File: config.mk
export PLATFORM = sky130hd
export DESIGN_NAME = pipe_hazard_ctrl
export DESIGN_NICKNAME = d
export VERILOG_FILES = /design/src/rtl/pipe_hazard_ctrl.sv
export SDC_FILE = /design/constraint.sdc
export NUM_CORES = 1
export LEC_CHECK = 0
export ABC_AREA = 1
export BUFFER_PORTS_ARGS = -buffer_cell sky130_fd_sc_hd__buf_2
export CORE_UTILIZATION = 30
export CTS_CLUSTER_SIZE = 16
export DETAILED_ROUTE_END_ITERATION = 12
export GPL_ROUTABILITY_DRIVEN = 0
export SETUP_SLACK_MARGIN = 0.4
export SYNTH_ARGS = -nofsm -noshare
export SYNTH_HDL_FRONTEND = slang
export SYNTH_SLANG_ARGS = --single-unit
File: constraint.sdc
create_clock -name clk -period 3.02 [get_ports clk]
set_input_delay 0.604 -clock clk [delete_from_list [all_inputs] [get_ports clk]]
set_output_delay 0.604 -clock clk [all_outputs]
set_load 0.05 [all_outputs]
File: src/rtl/pipe_hazard_ctrl.sv
// Pipeline hazard controller: data-memory wait/timeout FSM, branch and load-use
// handling, operand forwarding selects and saturating stall/flush counters.
module pipe_hazard_ctrl #(
  parameter int unsigned TIMEOUT = 255
) (
  input  logic        clk,
  input  logic        reset,
  input  logic [4:0]  id_rs1,
  input  logic [4:0]  id_rs2,
  input  logic        id_use_rs1,
  input  logic        id_use_rs2,
  input  logic [4:0]  ex_rd,
  input  logic        ex_reg_wr,
  input  logic        ex_is_load,
  input  logic        ex_branch_taken,
  input  logic [4:0]  mem_rd,
  input  logic        mem_reg_wr,
  input  logic [4:0]  wb_rd,
  input  logic        wb_reg_wr,
  input  logic        dmem_req,
  input  logic        dmem_ack,
  output logic        pc_en,
  output logic        ifid_en,
  output logic        idex_en,
  output logic        exmem_en,
  output logic        memwb_en,
  output logic        ifid_flush,
  output logic        idex_flush,
  output logic        memwb_bubble,
  output logic [1:0]  fwd_a_sel,
  output logic [1:0]  fwd_b_sel,
  output logic        mem_timeout,
  output logic [15:0] stall_cnt,
  output logic [15:0] flush_cnt
);

  typedef enum logic [1:0] {RUN, MEM_WAIT, HALT} state_t;

  localparam logic [15:0] WAIT_LAST = 16'(TIMEOUT - 1);

  state_t      state_q;
  logic [15:0] wait_q;
  logic        timeout_q;
  logic [15:0] stall_cnt_q, flush_cnt_q;

  logic mem_stall, load_use;

  assign mem_stall = (state_q != HALT) & dmem_req & ~dmem_ack;
  assign load_use  = ex_is_load & ex_reg_wr & (ex_rd != 5'd0) &
                     ((id_use_rs1 & (id_rs1 == ex_rd)) | (id_use_rs2 & (id_rs2 == ex_rd)));

  always_comb begin
    pc_en        = 1'b0;
    ifid_en      = 1'b0;
    idex_en      = 1'b0;
    exmem_en     = 1'b0;
    memwb_en     = 1'b0;
    ifid_flush   = 1'b0;
    idex_flush   = 1'b0;
    memwb_bubble = 1'b0;
    fwd_a_sel    = 2'b00;
    fwd_b_sel    = 2'b00;
    if (!reset) begin
      if (state_q == HALT) begin
        memwb_bubble = 1'b1;
      end else if (mem_stall) begin
        // Front of the pipe holds; MEM/WB keeps draining bubbles behind the access.
        memwb_en     = 1'b1;
        memwb_bubble = 1'b1;
      end else if (ex_branch_taken) begin
        {pc_en, ifid_en, idex_en, exmem_en, memwb_en} = 5'b11111;
        ifid_flush = 1'b1;
        idex_flush = 1'b1;
      end else if (load_use) begin
        {idex_en, exmem_en, memwb_en} = 3'b111;
        idex_flush = 1'b1;
      end else begin
        {pc_en, ifid_en, idex_en, exmem_en, memwb_en} = 5'b11111;
      end

      if (mem_reg_wr && mem_rd != 5'd0 && mem_rd == id_rs1)      fwd_a_sel = 2'b10;
      else if (wb_reg_wr && wb_rd != 5'd0 && wb_rd == id_rs1)    fwd_a_sel = 2'b01;
      if (mem_reg_wr && mem_rd != 5'd0 && mem_rd == id_rs2)      fwd_b_sel = 2'b10;
      else if (wb_reg_wr && wb_rd != 5'd0 && wb_rd == id_rs2)    fwd_b_sel = 2'b01;
    end
  end

  always_ff @(posedge clk or posedge reset) begin
    if (reset) begin
      state_q     <= RUN;
      wait_q      <= 16'd0;
      timeout_q   <= 1'b0;
      stall_cnt_q <= 16'd0;
      flush_cnt_q <= 16'd0;
    end else begin
      case (state_q)
        RUN: if (mem_stall) begin
          state_q <= MEM_WAIT;
          wait_q  <= 16'd1;
        end
        MEM_WAIT: if (mem_stall) begin
          if (wait_q == WAIT_LAST) begin
            state_q   <= HALT;
            timeout_q <= 1'b1;
          end else begin
            wait_q <= wait_q + 16'd1;
          end
        end else begin
          // Ack (or a dropped request) releases the pipe.
          state_q <= RUN;
          wait_q  <= 16'd0;
        end
        HALT:    ;
        default: state_q <= RUN;
      endcase
      if (!pc_en && state_q != HALT && stall_cnt_q != 16'hFFFF)
        stall_cnt_q <= stall_cnt_q + 16'd1;
      if ((ifid_flush || idex_flush) && flush_cnt_q != 16'hFFFF)
        flush_cnt_q <= flush_cnt_q + 16'd1;
    end
  end

  assign mem_timeout = timeout_q;
  assign stall_cnt   = stall_cnt_q;
  assign flush_cnt   = flush_cnt_q;

endmodule
==> reports/metrics.yaml <==
nNetsFinal: 666
critPathRequiredTime_ns: 2.42
antenna_cells_inserted: 0
mappedNetlistNets: 584
critPathCaptureType: "output pin"
syn_area_mm2: 0.00373
largest_net_degree_at_the_start_of_global_routing: 21
postRouteAntennaNets: 0
drt_drc_violations_left: 0
min_period_over_period: 0.842
p_int_w: 0.00104
remaining_global_route_overflow: 0
grt_first_pass_wirelength_um: 16500
path_clk_slew_ns: 0.07
share_seq_of_total_power: 0.499
combinationalPowerShare: 0.092
p_leak_nw: 2.29
async_flop_share: 1.00
place.port_buffers: 80
yosysTopAreaCellShare: 0.342
tns_setup_ns: 0
dp_hpwl_um: 7620
cts_h_tree_depth: 2
synth-main-ff-cell: "dfrtp_1"
cts_root_buffer: "clkbuf_16"
drt-total-wl_um: 9820
grt_use_total: 0.157
hold_violations: 0
timing.clock.skew_ns: 0.00727
outcome: "finished, final reports clean"
grt_antenna_before_repair: 0
tritoncts: "yes"
critPathLaunchType: "input port"
rr_startpoint: "flush_cnt[0]"
number_of_buffers_added_by_the_clock_tree_synthesis_step: 5
area.growth.synth_to_final_pct: 20.3
clock_path_buffers: 2
fin_cells: 795
worst_path_arrival_ns: 1.94
worstHoldPathType: "input port to async pin"
period_needed_ns: 2.54
grt_pass1_vias: 3574
synth.most_common_cell: "nand2_1"
stdcell_area_mm2: 0.00449
detail_route.vias_per_cell: 4.79
syn_avg_cell_area_um2: 6.85
pin_count: 81
detailed_place.area_mm2: 0.00434
synth_top_cell_by_area: "dfrtp_1"
critPathMaxFanout: 3
post_drt_wl_per_cell_um: 12.3
slew_headroom: 0.706
total_core_area_mm2: 0.0121
slew_viol_final: 0
clock_insertion_delay_worst_skew_ns: 0.29
p_per_area_mw_per_mm2: 305
setup_viol_count_final: 0
switching_share: 0.243
tightestPinTransition_ns: 0.440
core.rowCount: 40
synth-seq-cells: 51
firstDrtPassIters: 4
power.switching_w: 0.000332
total_number_of_yosys_warnings: 0
numClockSinks: 51
critPathKind: "input port to output pin"
place.detailed.instances: 787
timing.critical_path.from: "mem_rd[2]"
post_route_cells_drive_above_1_share: 0.191
largest_cells_by_area_after_synthesis: "dfrtp_1 (34%), nand2_1 (17%), xor2_1 (7.8%), nand3_1 (7.0%), inv_1 (5.5%)"
part_of_the_total_power_dissipated_in_the_clock_network: 0.408
route.vias.total: 3812
fp.dieW_um: 113
rsz0062_at_grt: "no"
cts_hold_buf: 0
seq_area_frac_synth: 0.342
netlist_instances: 544
die-area_mm2: 0.0129
timing.max_cap.violations: 0
synth_enable_flop_cells: 0
initial_core_util: 0.309
fmax_ghz: 0.393
synth.distinct_cells: 34
synth.top_cells.by_count: "nand2_1 (170), inv_1 (55), nand3_1 (52)"
first_iter_violations: 224
worst_hold_slack_ns: 0.416
worst-r2r-setup-slack_ns: 1.05
ir_drop_mv: 0.191
die_h_um: 113
==> power by group through the flow <==
stage	combinational [W]	sequential, W	clock, W
after floorplan	0.0000669	0.000697	0
after global placement	0.000123	0.000697	0
after detailed placement	0.000126	0.000697	0
after CTS	0.000127	0.000684	0.000577
after global routing	0.000140	0.000684	0.000606
final	0.000127	0.000684	0.000559
==> cells by family (layout without fill, tap and decap cells) <==
group | Yosys count | in the layout | share of synthesized area
simple gates | 334 | 334 | 0.399
fa+ha+maj | 4 | 4 | 0.0134
xor+xnor | 49 | 49 | 0.115
compound gates | 30 | 30 | 0.0456
flops | 51 | 51 | 0.342
buf+inv | 76 | 159 | 0.0842
==> worst paths after layout <==
path                            depth (start not counted)            to
worst max-delay path                                    7  fwd_b_sel[0]
worst min-delay path                                    2    state_q[1]
worst max register to register                          7  flush_cnt[1]
worst min register to register                          2   mem_timeout
max in group asynchronous                               3  stall_cnt[3]
min in group clk                                        2   mem_timeout
==> flip-flops by register name (all words and copies together) (netlist names) <==
| name | count |
|---|---|
| stall_cnt | 16 |
| mem_timeout | 1 |
| wait_q | 16 |
| flush_cnt | 16 |
| state_q | 2 |
==> metrics by stage <==
stage / total power (W) / setup slack [ns] / utilization
floorplan: 0.000764 / 0.133 / -
global placement: 0.000820 / 0.555 / 0.360
detailed placement: 0.000824 / 0.491 / 0.360
CTS: 0.00139 / 0.490 / 0.372
global route: 0.00143 / 0.414 / 0.372
finish: 0.00137 / 0.478 / 0.372
==> cells in the final DEF, fill, tap and decap left out, types with 3 or more instances in the layout <==
master	count
a21oi_1	9
buf_2	78
buf_4	6
clkbuf_16	5
dfrtp_1	51
ha_1	4
inv_1	53
inv_2	10
nand2_1	169
nand2_2	5
nand3_1	52
nand4_1	28
nor2_1	50
nor3_1	15
o21ai_0	5
o21ai_1	6
o22ai_1	5
o31ai_1	3
xnor2_1	16
xor2_1	33
==> routing by layer <==
layer / routed length [um] / track usage / part of all wire / vias up
met3: 357 / 0.0282 / 0.036 / 10
met1: 4530 / 0.204 / 0.46 / 1798
met4: 106 / 0.0395 / 0.011 / 0
met5: 0 / 0 / 0 / -
met2: 4820 / 0.267 / 0.49 / 80
li1: - / - / - / 1924
==> layout make-up <==
type	instances	area [um^2]
Tap cell	168	210
Multi-Input combinational cell	417	2160
Timing Repair Buffer	86	450
Clock buffer	6	129
Sequential cell	51	1280
Clock inverter	2	12.5
Inverter	65	248
Fill cell	1266	7570
==> worst max-delay path, cell delays in order <==
cell and delay (ns):
buf_2 0.12, or2_2 0.29, o41ai_1 0.28, buf_4 0.19, inv_1 0.05, a21oi_1 0.14
clkbuf_4 0.26
==> what timing repair did <==
action	CTS	global route
resized for setup	0	2
setup buffers	0	0
setup endpoints to repair	0	2
(Power assumes the default switching activity.)
